File: src/rtl/mem_arbiter.sv
// Round-robin arbiter sharing one memory port between instruction fetch and data access.
// All outputs are registered; a wait counter aborts a grant that never receives mem_ack.
module mem_arbiter #(
  parameter int unsigned TIMEOUT = 15
) (
  input  logic        clk,
  input  logic        rst,
  input  logic        if_req,
  input  logic [31:0] if_addr,
  output logic [31:0] if_rdata,
  output logic        if_done,
  input  logic        d_req,
  input  logic        d_we,
  input  logic [31:0] d_addr,
  input  logic [31:0] d_wdata,
  input  logic [3:0]  d_be,
  output logic [31:0] d_rdata,
  output logic        d_done,
  output logic        mem_req,
  output logic        mem_we,
  output logic [31:0] mem_addr,
  output logic [31:0] mem_wdata,
  output logic [3:0]  mem_be,
  input  logic [31:0] mem_rdata,
  input  logic        mem_ack,
  output logic        err
);

  typedef enum logic [1:0] {
    IDLE   = 2'd0,
    GNT_IF = 2'd1,
    GNT_D  = 2'd2
  } state_t;

  localparam logic [3:0] LP_TIMEOUT = 4'(TIMEOUT);

  state_t      r_state, w_next_state;
  logic [3:0]  r_cnt, w_cnt;
  logic        r_last_d, w_last_d;   // 1 = data was granted last, 0 = fetch
  logic        r_mem_req, w_mem_req;
  logic        r_mem_we, w_mem_we;
  logic [31:0] r_mem_addr, w_mem_addr;
  logic [31:0] r_mem_wdata, w_mem_wdata;
  logic [3:0]  r_mem_be, w_mem_be;
  logic [31:0] r_if_rdata, w_if_rdata;
  logic [31:0] r_d_rdata, w_d_rdata;
  logic        r_if_done, w_if_done;
  logic        r_d_done, w_d_done;
  logic        r_err, w_err;

  logic        w_pick_d;
  logic        w_expired;

  // Data wins when it is alone, or on a tie when fetch was served last.
  assign w_pick_d  = d_req && (!if_req || !r_last_d);
  assign w_expired = (r_cnt == LP_TIMEOUT);

  always_comb begin
    // NOTE: every variable gets a default before the case so no path infers a latch.
    w_next_state = r_state;
    w_cnt        = r_cnt;
    w_last_d     = r_last_d;
    w_mem_req    = r_mem_req;
    w_mem_we     = r_mem_we;
    w_mem_addr   = r_mem_addr;
    w_mem_wdata  = r_mem_wdata;
    w_mem_be     = r_mem_be;
    w_if_rdata   = r_if_rdata;
    w_d_rdata    = r_d_rdata;
    w_if_done    = 1'b0;
    w_d_done     = 1'b0;
    w_err        = 1'b0;

    case (r_state)
      IDLE: begin
        if (if_req || d_req) begin
          w_cnt     = 4'd0;
          w_mem_req = 1'b1;
          if (w_pick_d) begin
            w_next_state = GNT_D;
            w_mem_addr   = d_addr;
            w_mem_we     = d_we;
            w_mem_wdata  = d_wdata;
            w_mem_be     = d_we ? d_be : 4'hF;
          end else begin
            w_next_state = GNT_IF;
            w_mem_addr   = if_addr;
            w_mem_we     = 1'b0;
            w_mem_wdata  = 32'h0;
            w_mem_be     = 4'hF;
          end
        end
      end

      GNT_IF, GNT_D: begin
        if (mem_ack || w_expired) begin
          w_next_state = IDLE;
          w_mem_req    = 1'b0;
          w_last_d     = (r_state == GNT_D);
          w_err        = !mem_ack;
          if (r_state == GNT_IF) begin
            w_if_done  = 1'b1;
            w_if_rdata = mem_ack ? mem_rdata : 32'h0;
          end else begin
            w_d_done = 1'b1;
            if (!mem_ack)
              w_d_rdata = 32'h0;
            else if (!r_mem_we)
              w_d_rdata = mem_rdata;
          end
        end else begin
          w_cnt = r_cnt + 4'd1;
        end
      end

      default: w_next_state = IDLE;
    endcase
  end

  // NOTE: sequential state uses non-blocking assignments so every register samples pre-edge values.
  always_ff @(posedge clk) begin
    if (!rst) begin
      r_state     <= IDLE;
      r_cnt       <= 4'd0;
      r_last_d    <= 1'b0;
      r_mem_req   <= 1'b0;
      r_mem_we    <= 1'b0;
      r_mem_addr  <= 32'h0;
      r_mem_wdata <= 32'h0;
      r_mem_be    <= 4'h0;
      r_if_rdata  <= 32'h0;
      r_d_rdata   <= 32'h0;
      r_if_done   <= 1'b0;
      r_d_done    <= 1'b0;
      r_err       <= 1'b0;
    end else begin
      r_state     <= w_next_state;
      r_cnt       <= w_cnt;
      r_last_d    <= w_last_d;
      r_mem_req   <= w_mem_req;
      r_mem_we    <= w_mem_we;
      r_mem_addr  <= w_mem_addr;
      r_mem_wdata <= w_mem_wdata;
      r_mem_be    <= w_mem_be;
      r_if_rdata  <= w_if_rdata;
      r_d_rdata   <= w_d_rdata;
      r_if_done   <= w_if_done;
      r_d_done    <= w_d_done;
      r_err       <= w_err;
    end
  end

  assign mem_req   = r_mem_req;
  assign mem_we    = r_mem_we;
  assign mem_addr  = r_mem_addr;
  assign mem_wdata = r_mem_wdata;
  assign mem_be    = r_mem_be;
  assign if_rdata  = r_if_rdata;
  assign d_rdata   = r_d_rdata;
  assign if_done   = r_if_done;
  assign d_done    = r_d_done;
  assign err       = r_err;

endmodule

File: config.mk
export PLATFORM = sky130hd
export DESIGN_NAME = mem_arbiter
export DESIGN_NICKNAME = d
export VERILOG_FILES = /design/src/rtl/mem_arbiter.sv
export SDC_FILE = /design/constraint.sdc
export NUM_CORES = 1
export LEC_CHECK = 0
export BUFFER_PORTS_ARGS = -buffer_cell sky130_fd_sc_hd__buf_4
export CAP_MARGIN = 30
export CELL_PAD_IN_SITES_DETAIL_PLACEMENT = 1
export CELL_PAD_IN_SITES_GLOBAL_PLACEMENT = 1
export CORE_UTILIZATION = 37
export CTS_BUF_LIST = sky130_fd_sc_hd__clkbuf_8
export CTS_CLUSTER_DIAMETER = 60
export DETAILED_ROUTE_END_ITERATION = 16
export PLACE_DENSITY_LB_ADDON = 0.1
export SLEW_MARGIN = 20
export SYNTH_ARGS = -nofsm -noshare
export SYNTH_HDL_FRONTEND = slang
export SYNTH_SLANG_ARGS = --single-unit
File: constraint.sdc
create_clock -name clk -period 4.2 [get_ports clk]
set_clock_uncertainty 0.1 [all_clocks]
set_input_delay 0.42 -clock clk [delete_from_list [all_inputs] [get_ports clk]]
set_output_delay 0.42 -clock clk [all_outputs]
set_load 0.02 [all_outputs]
==> impl_metrics.yaml <==
status:
  status: "finished, final reports clean"
placed_design:
  routabilityCongestion: 0.753
  hpwl_um: 13700
  portBuffers: 274
power_and_ir_drop:
  power.density_mw_per_mm2: 401
  power_w: 0.00327
  vdd_ir_drop_max_v: 0.000194
  power_leakage_nw: 3.50
critical_path:
  critical_path_class: "flop to flop"
  crit_path_end_kind: "flop"
  r2r_start: "r_state[0]"
  critPathRequiredTime_ps: 4410
  start_kind: "flop"
  r2r_cells: 6
  critPathArrivalTime_ps: 2770
  critPathMaxFanout: 17
  crit_path_start: "r_state[0]"
synthesis:
  yosysWarnings: 0
  synth_area_per_cell_um2: 9.04
  synth_nets: 772
  yosysSeqAreaShare_pct: 50.6
  synthFlopType: "dfxtp_1"
  synthCells: 630
  synth_area_mm2: 0.00569
  ys_types: 41
  async_flop_share_pct: 0
  synth-seq-cells: 144
  synth_enable_flop_cells: 0
routing:
  drt_iter0_drc: 334
  drt-wirelength-per-cell_um: 18.2
  vias_per_cell: 5.38
  num_vias: 5731
  drc: 0
  ant_nets: 0
  drt_pre_antenna_iters: 4
  wl_um: 19400
floorplanning:
  core_area_mm2: 0.0148
  die-area_mm2: 0.0159
  num_io_pins: 275
  start_util_pct: 38.6
  fp.dieH_um: 126
  rows: 44
  die_x_um: 126
sta:
  slew_headroom_pct: 39.8
  rsz0062_at_grt: "no"
  max_freq_ghz: 0.392
  hold_slack_ps: 136
  tightest_slew_ps: 900
  finalSetupTns_ps: 0
  maxSlewViolCount: 0
  final-setup-viol-count: 0
  post-route-min-period_ps: 2550
  min_period_over_period_pct: 60.8
  final_hold_viol_count: 0
worst_hold_path:
  worstHoldStart: "mem_ack"
  hold_path_depth: 2
  min_path_type: "input pin to flop"
final_layout:
  antenna_cells: 0
  drive_gt1_share_pct: 37.6
  areaGrowthSynthToFinish_pct: 43.2
  fin_util_pct: 55.3
  final_cell_mix: "buf_4, dfxtp_1, a21oi_1"
  nets: 1011
  layout_commonest_cell: "buf_4"
global_route:
  overflow: 0
  grt_max_degree: 75
  track_usage_pct: 24.4
  grt_pass1_vias: 6032
  antenna_found_initial: 0
  grt_pass1_wl_um: 30700
clock_network:
  clk_latency_ps: 440
  cts.sinks: 144
  root_buffer: "clkbuf_8"
  cts-hold-fix-buffers: 0
  cts_resized: 0
  cts_htree_levels: 4
  numCtsBuffers: 17
  cts.clk_slew.worst_paths_ps: 70
  clockBufferDepth: 2
  post-cts-setup-buffers: 0
  cts_tree: "yes"
run:
  cap_violations: 0
## layer usage
metal | track usage [%] | vias up | share of wire (%)
li1 | - | 2757 | -
met1 | 26.6 | 2764 | 40
met2 | 43.2 | 184 | 51
met3 | 8.24 | 26 | 7.5
met4 | 9.85 | 0 | 1.9
met5 | 0 | - | 0
## sequential cells by signal, indices dropped and copies added (netlist names), 2 cells and up
signal and count:
d_rdata 32, if_rdata 32, mem_addr 32, mem_wdata 32
mem_be 4, r_cnt 4, r_state 2
## kinds of logic (layout without fill, tap and decap cells)
group                    count (synthesis)  in the layout  share of synthesized area [%]
buffers and inverters                   71            322                           6.02
AND/OR/NAND/NOR                        129            129                           9.73
adder cells (fa/ha/maj)                  4              4                          0.879
flip-flops                             144            144                           50.6
AO/OA/AOI/OAI                          250            250                           27.1
multiplexers                            32             32                           5.63
## layout make-up
cell class                 instances  area (um2)
fill                            1739        6600
tap                              184         230
timing repair buffer             285        2170
multi-input combinational        415        2490
clock inverter                     8        37.5
clock buffer                      23         317
inverter                           6        22.5
sequential                       144        2880
## power by group
part / switching (W) / internal, W / leakage [nW]
registers: 0.0000593 / 0.00147 / 1.18
clock network: 0.000497 / 0.000490 / 0.199
logic: 0.000439 / 0.000315 / 2.12
total: 0.000995 / 0.00227 / 3.50
## synth_stat cells, types with 2 or more instances
cell      count  area share [%]
dfxtp_1     144              51
a21oi_1     101             8.9
nand2_1      71             4.7
o21ai_0      62             5.4
nor2_1       36             2.4
clkbuf_1     33             2.2
a32oi_1      32             4.9
mux2i_1      32             5.6
o211ai_1     31             4.1
buf_2        20             1.8
o21ai_1       7            0.62
buf_6         6             1.2
nand3_1       6            0.53
inv_1         5            0.33
ha_1          4            0.88
o221a_2       4            0.79
buf_1         3            0.20
o211ai_2      3            0.66
or4_1         3            0.40
a31oi_1       2            0.22
clkbuf_2      2            0.18
nand4_1       2            0.22
nor3_1        2            0.18
o32ai_1       2            0.31
## metrics by stage
step                      worst slack, ps  instances  cell area (um2)
after CTS                            1480       1064             8130
after global routing                 1500       1065             8150
after global placement               1680       1031             7730
final                                1650       1065             8150
after floorplan                      2380        630             5690
after detailed placement             1510       1033             7780
## critical path, cell delays in order, from the launching register on
cell      delay, ps
dfxtp_1         370
inv_1            80
ha_1            590
or3b_1          710
buf_8           290
o211ai_1        180
a21oi_1         100
## worst paths after layout
check,slack [ps],to
setup / recovery,1650,d_rdata[11]
hold / removal,140,err
setup reg to reg,1650,d_rdata[11]
hold reg to reg,380,if_rdata[4]
(Power assumes the default switching activity.)
